**src/rtl/ps2_receiver_pkg.sv**
```systemverilog
// ps2_receiver_pkg: shared types and constants for the PS/2 receiver.
//   PS2_CODE_EXT / PS2_CODE_BREAK : scan-code prefixes (E0 extended, F0 break)
//   frame_state_e                 : serial frame FSM states
//   out_state_e                   : ps2_state output FSM states
//   odd_parity_ok()               : 1 when data+parity carry an odd number of ones
package ps2_receiver_pkg;

  localparam logic [7:0] PS2_CODE_EXT   = 8'hE0;
  localparam logic [7:0] PS2_CODE_BREAK = 8'hF0;

  typedef enum logic [1:0] {
    FR_IDLE,
    FR_DATA,
    FR_PARITY,
    FR_STOP
  } frame_state_e;

  typedef enum logic {
    OUT_LOW,
    OUT_HIGH
  } out_state_e;

  function automatic logic odd_parity_ok(input logic [7:0] data, input logic par);
    return ^{data, par};
  endfunction

endpackage

```
**src/rtl/ps2_frame_rx.sv**
```systemverilog
// ps2_frame_rx: synchronizes the raw PS/2 lines and deserializes 11-bit frames.
//
// state     | meaning
// ----------+-----------------------------------------------
// FR_IDLE   | waiting for a start bit (data=0 on a falling edge)
// FR_DATA   | shifting in 8 data bits, LSB first
// FR_PARITY | capturing the parity bit
// FR_STOP   | checking the stop bit, publishing the code
//
// Ports:
//   clk, rst_n         system clock, async active-low reset
//   ps2_clk, ps2_data  raw asynchronous PS/2 pins
//   code[7:0]          last received byte (valid while code_valid=1)
//   code_valid         1-clk pulse on an accepted frame
//   frame_err          1-clk pulse on a rejected frame (PS2_PARITY_CHECK_EN only)
//
// Build option: define PS2_PARITY_CHECK_EN to reject bad-parity / bad-stop
// frames with a frame_err pulse; otherwise parity is ignored and frame_err=0.
module ps2_frame_rx
  import ps2_receiver_pkg::*;
#(
  parameter int TIMEOUT_CYCLES = 200000
) (
  input  logic       clk,
  input  logic       rst_n,
  input  logic       ps2_clk,
  input  logic       ps2_data,
  output logic [7:0] code,
  output logic       code_valid,
  output logic       frame_err
);

`ifdef PS2_PARITY_CHECK_EN
  localparam logic PAR_CHK = 1'b1;
`else
  localparam logic PAR_CHK = 1'b0;
`endif

  localparam int TW = $clog2(TIMEOUT_CYCLES);
  localparam logic [TW-1:0] TMO_LAST = TW'(TIMEOUT_CYCLES - 1);

  logic [2:0]    clk_sync, data_sync;
  logic          fall, data_s, frame_ok;
  frame_state_e  state, state_n;
  logic [2:0]    bit_cnt, bit_cnt_n;
  logic [7:0]    shreg, shreg_n;
  logic          par_bit, par_bit_n;
  logic [TW-1:0] tmo_cnt, tmo_cnt_n;

  // Sync flops reset to 0 so releasing reset can never fake a falling edge.
  assign fall     = clk_sync[2] & ~clk_sync[1];
  assign data_s   = data_sync[2];
  assign frame_ok = data_s & (~PAR_CHK | odd_parity_ok(shreg, par_bit));
  assign code     = shreg;

  always_ff @(posedge clk or negedge rst_n) begin
    if (!rst_n) begin
      clk_sync  <= '0;
      data_sync <= '0;
      state     <= FR_IDLE;
      bit_cnt   <= '0;
      shreg     <= '0;
      par_bit   <= 1'b0;
      tmo_cnt   <= '0;
    end else begin
      clk_sync  <= {clk_sync[1:0], ps2_clk};
      data_sync <= {data_sync[1:0], ps2_data};
      state     <= state_n;
      bit_cnt   <= bit_cnt_n;
      shreg     <= shreg_n;
      par_bit   <= par_bit_n;
      tmo_cnt   <= tmo_cnt_n;
    end
  end

  always_comb begin
    state_n    = state;
    bit_cnt_n  = bit_cnt;
    shreg_n    = shreg;
    par_bit_n  = par_bit;
    tmo_cnt_n  = '0;
    code_valid = 1'b0;
    frame_err  = 1'b0;
    if (state != FR_IDLE) tmo_cnt_n = tmo_cnt + 1'b1;
    if (fall) begin
      tmo_cnt_n = '0;
      case (state)
        FR_IDLE: begin
          if (!data_s) begin
            state_n   = FR_DATA;
            bit_cnt_n = '0;
          end
        end
        FR_DATA: begin
          shreg_n   = {data_s, shreg[7:1]};
          bit_cnt_n = bit_cnt + 1'b1;
          if (bit_cnt == 3'd7) state_n = FR_PARITY;
        end
        FR_PARITY: begin
          par_bit_n = data_s;
          state_n   = FR_STOP;
        end
        FR_STOP: begin
          state_n    = FR_IDLE;
          code_valid = frame_ok;
          frame_err  = ~frame_ok & PAR_CHK;
        end
        default: state_n = FR_IDLE;
      endcase
    end else if (state != FR_IDLE && tmo_cnt == TMO_LAST) begin
      // Stalled mid-frame: drop the partial frame silently.
      state_n   = FR_IDLE;
      tmo_cnt_n = '0;
    end
  end

endmodule

```
**src/rtl/ps2_receiver.sv**
```systemverilog
// ps2_receiver: turns PS/2 frames into a held key code plus a "key held" level
// whose low phases are long enough for a slow downstream sampler.
//
// state    | meaning
// ---------+-------------------------------------------------------------
// OUT_LOW  | ps2_state=0; gap counter running down, rise when a code is pending
// OUT_HIGH | ps2_state=1; key {ps2_ext,ps2_byte} is held
//
// Ports:
//   clk, rst_n         system clock, async active-low reset
//   ps2_clk, ps2_data  raw asynchronous PS/2 pins
//   ps2_byte[7:0]      held scan code, prefixes stripped
//   ps2_state          1 while the key in ps2_byte is held
//   ps2_ext            1 when ps2_byte came with an E0 prefix
//   parity_err         1-clk pulse on a rejected frame
//
// Build option: PS2_PARITY_CHECK_EN (see ps2_frame_rx).
module ps2_receiver
  import ps2_receiver_pkg::*;
#(
  parameter int TIMEOUT_CYCLES = 200000,
  parameter int MIN_LOW_CYCLES = 4096
) (
  input  logic       clk,
  input  logic       rst_n,
  input  logic       ps2_clk,
  input  logic       ps2_data,
  output logic [7:0] ps2_byte,
  output logic       ps2_state,
  output logic       ps2_ext,
  output logic       parity_err
);

  localparam int GW = $clog2(MIN_LOW_CYCLES + 1);
  localparam logic [GW-1:0] GAP_LOAD = GW'(MIN_LOW_CYCLES);

  logic [7:0]    code;
  logic          code_valid, frame_err;
  out_state_e    out_state, out_state_n;
  logic [GW-1:0] gap_cnt, gap_cnt_n;
  logic          ext_pend, ext_pend_n, brk_pend, brk_pend_n;
  logic          pend_valid, pend_valid_n;
  logic [8:0]    pend_key, pend_key_n, held_key, held_key_n;
  logic          is_prefix, is_make, is_break;
  logic [8:0]    rx_key;

  ps2_frame_rx #(
    .TIMEOUT_CYCLES(TIMEOUT_CYCLES)
  ) u_frame_rx (
    .clk       (clk),
    .rst_n     (rst_n),
    .ps2_clk   (ps2_clk),
    .ps2_data  (ps2_data),
    .code      (code),
    .code_valid(code_valid),
    .frame_err (frame_err)
  );

  // Keys are compared as {ext, code} so E0-75 and plain 75 stay distinct.
  assign is_prefix = (code == PS2_CODE_EXT) || (code == PS2_CODE_BREAK);
  assign is_make   = code_valid & ~is_prefix & ~brk_pend;
  assign is_break  = code_valid & ~is_prefix & brk_pend;
  assign rx_key    = {ext_pend, code};

  assign ps2_byte  = held_key[7:0];
  assign ps2_ext   = held_key[8];
  assign ps2_state = (out_state == OUT_HIGH);

  always_ff @(posedge clk or negedge rst_n) begin
    if (!rst_n) begin
      out_state  <= OUT_LOW;
      gap_cnt    <= '0;
      ext_pend   <= 1'b0;
      brk_pend   <= 1'b0;
      pend_valid <= 1'b0;
      pend_key   <= '0;
      held_key   <= '0;
      parity_err <= 1'b0;
    end else begin
      out_state  <= out_state_n;
      gap_cnt    <= gap_cnt_n;
      ext_pend   <= ext_pend_n;
      brk_pend   <= brk_pend_n;
      pend_valid <= pend_valid_n;
      pend_key   <= pend_key_n;
      held_key   <= held_key_n;
      parity_err <= frame_err;
    end
  end

  always_comb begin
    out_state_n  = out_state;
    gap_cnt_n    = gap_cnt;
    ext_pend_n   = ext_pend;
    brk_pend_n   = brk_pend;
    pend_valid_n = pend_valid;
    pend_key_n   = pend_key;
    held_key_n   = held_key;

    if (code_valid) begin
      if (code == PS2_CODE_EXT) begin
        ext_pend_n = 1'b1;
      end else if (code == PS2_CODE_BREAK) begin
        brk_pend_n = 1'b1;
      end else begin
        ext_pend_n = 1'b0;
        brk_pend_n = 1'b0;
      end
    end

    if (is_break && pend_valid && rx_key == pend_key) pend_valid_n = 1'b0;

    case (out_state)
      OUT_LOW: begin
        gap_cnt_n = (gap_cnt == '0) ? '0 : gap_cnt - 1'b1;
        if (is_make) begin
          pend_key_n   = rx_key;
          pend_valid_n = 1'b1;
        end
        // Rising on the decremented value gives exactly MIN_LOW_CYCLES low
        // cycles, and a make arriving with the gap expired rises next clk.
        if (gap_cnt_n == '0 && pend_valid_n) begin
          held_key_n   = pend_key_n;
          pend_valid_n = 1'b0;
          out_state_n  = OUT_HIGH;
        end
      end
      OUT_HIGH: begin
        if (is_make && rx_key != held_key) begin
          pend_key_n   = rx_key;
          pend_valid_n = 1'b1;
          gap_cnt_n    = GAP_LOAD;
          out_state_n  = OUT_LOW;
        end else if (is_break && rx_key == held_key) begin
          gap_cnt_n   = GAP_LOAD;
          out_state_n = OUT_LOW;
        end
      end
    endcase
  end

endmodule
```
**config.mk**
```make
export PLATFORM = sky130hd
export DESIGN_NAME = ps2_receiver
export DESIGN_NICKNAME = d
export VERILOG_FILES = /design/src/rtl/ps2_receiver_pkg.sv /design/src/rtl/ps2_frame_rx.sv /design/src/rtl/ps2_receiver.sv
export SDC_FILE = /design/constraint.sdc
export NUM_CORES = 1
export LEC_CHECK = 0
export BUFFER_PORTS_ARGS = -buffer_cell sky130_fd_sc_hd__buf_4
export CAP_MARGIN = 20
export CORE_MARGIN = 3
export CORE_UTILIZATION = 47
export CTS_CLUSTER_DIAMETER = 30
export DETAILED_ROUTE_END_ITERATION = 10
export GPL_ROUTABILITY_DRIVEN = 0
export GPL_TIMING_DRIVEN = 0
export PLACE_DENSITY = 0.73
export SLEW_MARGIN = 40
export SYNTH_ARGS = -nofsm -noshare
export SYNTH_HDL_FRONTEND = slang
export SYNTH_SLANG_ARGS = --single-unit
```
**constraint.sdc**
```tcl
create_clock -name clk -period 4.31 [get_ports clk]
set_clock_uncertainty 0.1 [all_clocks]
set_input_delay 0.431 -clock clk [delete_from_list [all_inputs] [get_ports clk]]
set_output_delay 0.431 -clock clk [all_outputs]
set_load 0.05 [all_outputs]
```
# Word level (Yosys, flattened, before mapping)
# Cells that the tools add are included.
word_totals:
  reg_bits: 72
  latch_bits: 0
  mem_bits_rw: 0
  romBits: 0
  output_inout_bits: 11
  memories: 0
op_classes:
  add_sub_neg: 3
  n_mul: 0
  div: 0
  n_lt_le_gt_ge: 0
  n_eq_ne: 16
  shift: 0
  n_mux: 32
  bitwise_logic: 9
  n_reduce_logical: 19
op_table:
  columns: ["cell", "count"]
  rows:
  - ["$mux W18", 3]
  - ["$mux W13", 3]
  - ["$logic_not A13 Y1", 2]
  - ["$pmux W13 S2", 1]
  - ["$add A18 B1 Y18 const B", 1]
  - ["$eq A18 B18 Y1 const B", 1]
  - ["$eq A9 B9 Y1", 2]
  - ["$mux W9", 2]
  - ["$pmux W9 S2", 1]
  - ["$eq A8 B8 Y1 const B", 2]
  - ["$mux W1", 13]
  - ["$sub A13 B1 Y13 const B", 1]
  - ["$ne A9 B9 Y1", 1]
  - ["$mux W2", 4]
  - ["$pmux W2 S4", 1]
  - ["$reduce_and A2 Y1", 4]
  - ["$logic_and A1 B1 Y1", 6]
  - ["$ne A3 B3 Y1 const B", 2]
  - ["$pmux W3 S2", 1]
  - ["$reduce_and A3 Y1", 2]
  - ["$reduce_bool A2 Y1", 3]
  - ["$not A1 Y1", 5]
  - ["$and A1 B1 Y1", 4]
  - ["$eq A2 B2 Y1 const B", 2]
  - ["other kinds (10)", 12]

# Longest topological paths before layout
depth:
  depth_word: 13
  mapped_depth: 9

# Hierarchy
# Synthesis repeated with hierarchy kept, for this count alone.
hier_totals:
  cells_unflattened: 343
  area_unflattened_um2: 3806.2
modules_own_cells:
  columns: ["mod", "n_inst", "cells_per_inst", "area_each_um2", "seq_area_each_um2"]
  rows:
  - ["ps2_receiver", 1, 185, 2088.3, 900.9]
  - ["ps2_frame_rx", 1, 158, 1717.9, 925.9]

# Worst setup path before layout
# Ideal clock, no wire load.
synth_path:
  kind: "reg2reg"
  from: "register gap_cnt[2]"
  to: "register held_key[0]"
  arrival_ps: 2446
  t_required_ps: 4085
  slack_ps: 1639
  path_stages_with_launch: 8
  synth_period_minus_slack_ps: 2671
  path_cell_list: "dfrtp_1 buf_6 or3_4 or4_1 xor2_1 a41oi_2 nor3_4 mux2_4"
synth_via:
  elab_chain_len: 5
synth_lines:
  columns: ["element", "line", "source"]
  rows:
  - ["start, declared", "ps2_receiver.sv:40", "logic [GW-1:0] gap_cnt, gap_cnt_n;"]
  - ["start signal, assigned", "ps2_receiver.sv:81", "gap_cnt <= gap_cnt_n;"]
  - ["$sub A13 B1 Y13 / $logic_not A13 Y1 (equally long branches)", "ps2_receiver.sv:115", "gap_cnt_n = (gap_cnt == '0) ? '0 : gap_cnt - 1'b1;"]
  - ["$mux W13 *", "ps2_receiver.sv:115", null]
  - ["$logic_not A13 Y1 *", "ps2_receiver.sv:122", "if (gap_cnt_n == '0 && pend_valid_n) begin"]
  - ["$logic_and A1 B1 Y1 *", "ps2_receiver.sv:122", null]
  - ["$reduce_and A2 Y1 (no source line) *", null, null]
  - ["end signal, assigned", "ps2_receiver.sv:86", "held_key <= held_key_n;"]
  - ["end, declared", "ps2_receiver.sv:43", "logic [8:0] pend_key, pend_key_n, held_key, held_key_n;"]
# Mark *: on every way between the ends. The rest lies on a longest branch, timed or not.
# A chain may end at the register's enable or synchronous reset.

# Worst setup path in the final report
layout_path:
  from: "register gap_cnt[2]"
  to: "register held_key[7]"
# Same word-level chain as after synthesis.

==> impl_results.rst <==
.. list-table::
   :header-rows: 1

   * - Metric
     - Value
   * - Min-Delay Endpoint
     - u_frame_rx.clk_sync[0]
   * - Via count of the first global-routing pass
     - 2,536
   * - Total Routed Length
     - 7070 um
   * - Cell-internal power
     - 1.28 mW
   * - Post-CTS clock slew at the launch and capture registers of the worst setup and hold paths
     - 0.07 ns
   * - Post-CTS setup buffers
     - 0
   * - Hold crit path type
     - in2reg
   * - Reg-to-Reg End
     - held_key[7]
   * - Share of the synthesized area in the top cell type
     - 0.475
   * - Power density normalized to cell area
     - 483 nW/um^2
   * - Post-route DRC
     - 0
   * - Detailed-route via count
     - 2,694
   * - Fill cells
     - 671
   * - Die Wd
     - 95.9 um
   * - Average cell area after synthesis
     - 10.5 um^2
   * - CTS Buf Count
     - 9
   * - Sequential cell area fraction in the yosys report
     - 0.475
   * - Combinational group share of total power
     - 0.325
   * - Run status
     - finished clean
   * - Flip-flop and latch count after synthesis
     - 72
   * - Remaining antenna violation count after routing
     - 0
   * - CTS HTree Levels
     - 3
   * - Critical path data arrival time
     - 3.07 ns
   * - Post-synthesis share of cell area spent on full adders, half adders and majority gates
     - 0.0297
   * - Simple-gate share of the synthesized area
     - 0.179
   * - Proportion of layout cells with a drive suffix above 1
     - 0.203
   * - Antenna violations before repair
     - 0
   * - CTS tree
     - yes
   * - Yosys warns
     - 0
   * - Minimum period implied by the final worst setup slack
     - 2.94 ns
   * - Insertion delay to the later sink of the worst-skew pair
     - 0.35 ns
   * - Cell at the root of the clock tree
     - clkbuf_8
   * - Area overhead of the layout relative to synthesis
     - 10.9%
   * - Max-slew violation count
     - 0
   * - Die Footprint
     - 9190 um^2
   * - Clock Power Share
     - 0.233
   * - Hold Violations, Final
     - 0
   * - Area of the core
     - 7770 um^2
   * - Post-synth top flop
     - dfrtp_1
   * - Library cell with the highest instance count after synthesis
     - dfrtp_1
   * - Worst Path Max Fanout
     - 10
   * - Core Rows
     - 32
   * - Cell taking the most area after synthesis
     - dfrtp_1
   * - Fraction of synthesized cell area in xor and xnor cells
     - 0.0784
   * - Setup violations, final
     - 0
   * - Number of port buffers
     - 13
   * - Cell types with the highest counts after synthesis
     - dfrtp_1 (72), nor2_1 (38), mux2_2 (23), nand2_1 (22)
   * - Startpoint type of the worst setup path
     - register
   * - Footprint of the multi-input gates
     - 1870 um^2
   * - Ratio of routed vias to standard cells
     - 5.48
   * - Count of different cell masters after synthesis
     - 58
   * - Setup crit end kind
     - register
   * - Worst-case setup margin in the final layout
     - 1.37 ns
   * - Lkg Pwr
     - 1.88 nW
   * - Post-synthesis async set-or-reset flop share
     - 1.00
   * - Netlist area before placement
     - 3800 um^2
   * - Actual slew at the worst max-slew pin
     - 0.697 ns
   * - Crit path kind
     - reg2reg
   * - Net count reported at finish
     - 398
   * - Period utilization
     - 0.683
   * - Switching pwr
     - 758 uW
   * - Setup TNS
     - 0 ns
   * - Number of cells produced by synthesis
     - 360
   * - Pre-CTS setup slack
     - 1.37 ns
   * - Total routing resource utilization after global routing
     - 0.166
   * - Inserted Diodes
     - 0
   * - Count of clock tree sinks
     - 72
   * - Achievable clock frequency
     - 340 MHz
   * - Detailed-route wire length per cell
     - 14.4 um
   * - Tightest slew margin relative to the limit
     - 0.533
   * - Largest net degree at the start of global routing
     - 73
   * - Mux share of post-synthesis cell area
     - 0.109
   * - Die Span Y
     - 95.9 um
   * - Peak ir drop on the vdd network
     - 265 uV
   * - Pre-antenna DRT Iters
     - 4
   * - Unrepaired setup endpoints after global routing
     - no
   * - Reg2reg setup slack
     - 1.37 ns
   * - Worst Hold Depth
     - 1
   * - Switching Share
     - 0.373
   * - Detailed router's first-iteration violation count
     - 111
   * - Post-CTS sizing
     - 0
   * - Worst hold slack after final layout
     - 0.0901 ns
   * - Max-cap viol count
     - 0
   * - Required time of the worst setup path
     - 4.44 ns
   * - Area of all sequential standard cells
     - 1800 um^2
   * - Starting Density
     - 0.489
   * - Congestion Overflow GR
     - 0
   * - Dominant combinational cell family by area after synthesis
     - simple AND/OR/NAND/NOR gates
   * - Boundary pin count
     - 15
   * - Worst hold start
     - ps2_clk
   * - Synth area leaders
     - dfrtp_1 (47%), mux2_2 (6.8%), xor2_1 (4.8%)
   * - Syn Nets
     - 373
   * - HPWL after DPL
     - 4890 um
   * - Sequential cell fraction of total power
     - 0.442
   * - Synthesized-area fraction occupied by ao, oa, aoi and oai cells
     - 0.0962
   * - Startpoint of the lowest-slack register-to-register path
     - gap_cnt[2]
   * - Total of hold buffers inserted after clock tree synthesis
     - 1
   * - Number of cell instances on the worst register-to-register path
     - 7
   * - Number of enable-type register cells in the synthesized netlist
     - 0
   * - Clock buffer depth
     - 2
   * - First-pass GRT wire length
     - 11,900 um
-- power by group through the flow --
stage / clock network, mW / logic (mW) / registers (mW)
after floorplan: 0 / 0.519 / 0.889
final: 0.473 / 0.661 / 0.900
after detailed placement: 0 / 0.662 / 0.911
after global placement: 0 / 0.643 / 0.905
after global routing: 0.513 / 0.750 / 0.915
after CTS: 0.486 / 0.667 / 0.898
-- cells in the final DEF (no fill, tap or decap), types with 4 or more instances in the layout --
cell type,Yosys,layout
dfrtp_1,72,72
nor2_1,38,38
mux2_2,23,23
nand2_1,22,22
xor2_1,21,21
o21ai_0,21,21
clkbuf_1,12,13
nand3_1,13,13
xnor2_1,13,13
buf_4,1,13
inv_1,10,10
clkbuf_8,0,10
a21oi_1,9,9
mux2_4,9,9
ha_1,9,9
nor3_1,7,7
nand4_1,6,6
nor4_1,5,5
nand4b_1,4,4
buf_2,4,4
-- critical path, stage by stage, from the launching register on --
cell and delay [ns]:
dfrtp_1 0.38, buf_6 0.13, or3_4 0.39, or4_1 0.42, xor2_1 0.23, a41oi_2 0.20, nor3_4 0.62, mux2_4 0.35
-- per-stage QoR --
step                      utilization  instance area, um^2  instances  total power [mW]
after global routing            0.542                 4210        492              2.18
after global placement          0.518                 4020        475              1.55
after detailed placement        0.518                 4030        475              1.57
after CTS                       0.542                 4210        492              2.05
after floorplan                     -                 3800        360              1.41
final                           0.542                 4210        492              2.03
-- worst max-delay path by stage --
| stage | slack, ns | depth (start not counted) | startpoint | to |
|---|---|---|---|---|
| floorplan | 1.64 | 7 | gap_cnt[2] | held_key[0] |
| global placement | 1.38 | 7 | gap_cnt[2] | held_key[2] |
| detailed placement | 1.37 | 7 | gap_cnt[2] | held_key[1] |
| CTS | 1.35 | 7 | gap_cnt[2] | held_key[7] |
| global route | 1.17 | 9 | u_frame_rx.state[0] | u_frame_rx.tmo_cnt[11] |
| finish | 1.37 | 7 | gap_cnt[2] | held_key[7] |
-- registers in the layout, indices dropped and copies added (netlist names) --
register	count
u_frame_rx.state	2
ps2_state	1
u_frame_rx.tmo_cnt	18
held_key	9
pend_valid	1
gap_cnt	13
ext_pend	1
pend_key	9
u_frame_rx.data_sync	3
u_frame_rx.clk_sync	3
u_frame_rx.code	8
brk_pend	1
u_frame_rx.bit_cnt	3
-- layout make-up --
cell class                 count  area share
buffer                        18      0.0199
clock buffer                  11      0.0336
clock inverter                 5     0.00773
inverter                      10     0.00892
multi-input combinational    260       0.445
sequential                    72       0.428
tap                          102      0.0303
timing repair buffer          14      0.0265
-- kinds of logic (layout without fill, tap and decap cells) --
family	count (synthesis)	count (layout)
muxes	34	34
AOI/OAI and AO/OA	56	56
buffers and inverters	28	58
DFF	72	72
other	1	1
adders and majority gates	9	9
xor gates and xnor gates	34	34
and+or+nand+nor	126	126
-- metal layers --
| layer | track usage | part of all wire |
|---|---|---|
| met3 | 0.0493 | 0.041 |
| met5 | 0 | 0 |
| met2 | 0.262 | 0.47 |
| met1 | 0.225 | 0.48 |
| met4 | 0.0427 | 0.0099 |
Power figures use the tool's default switching activity.
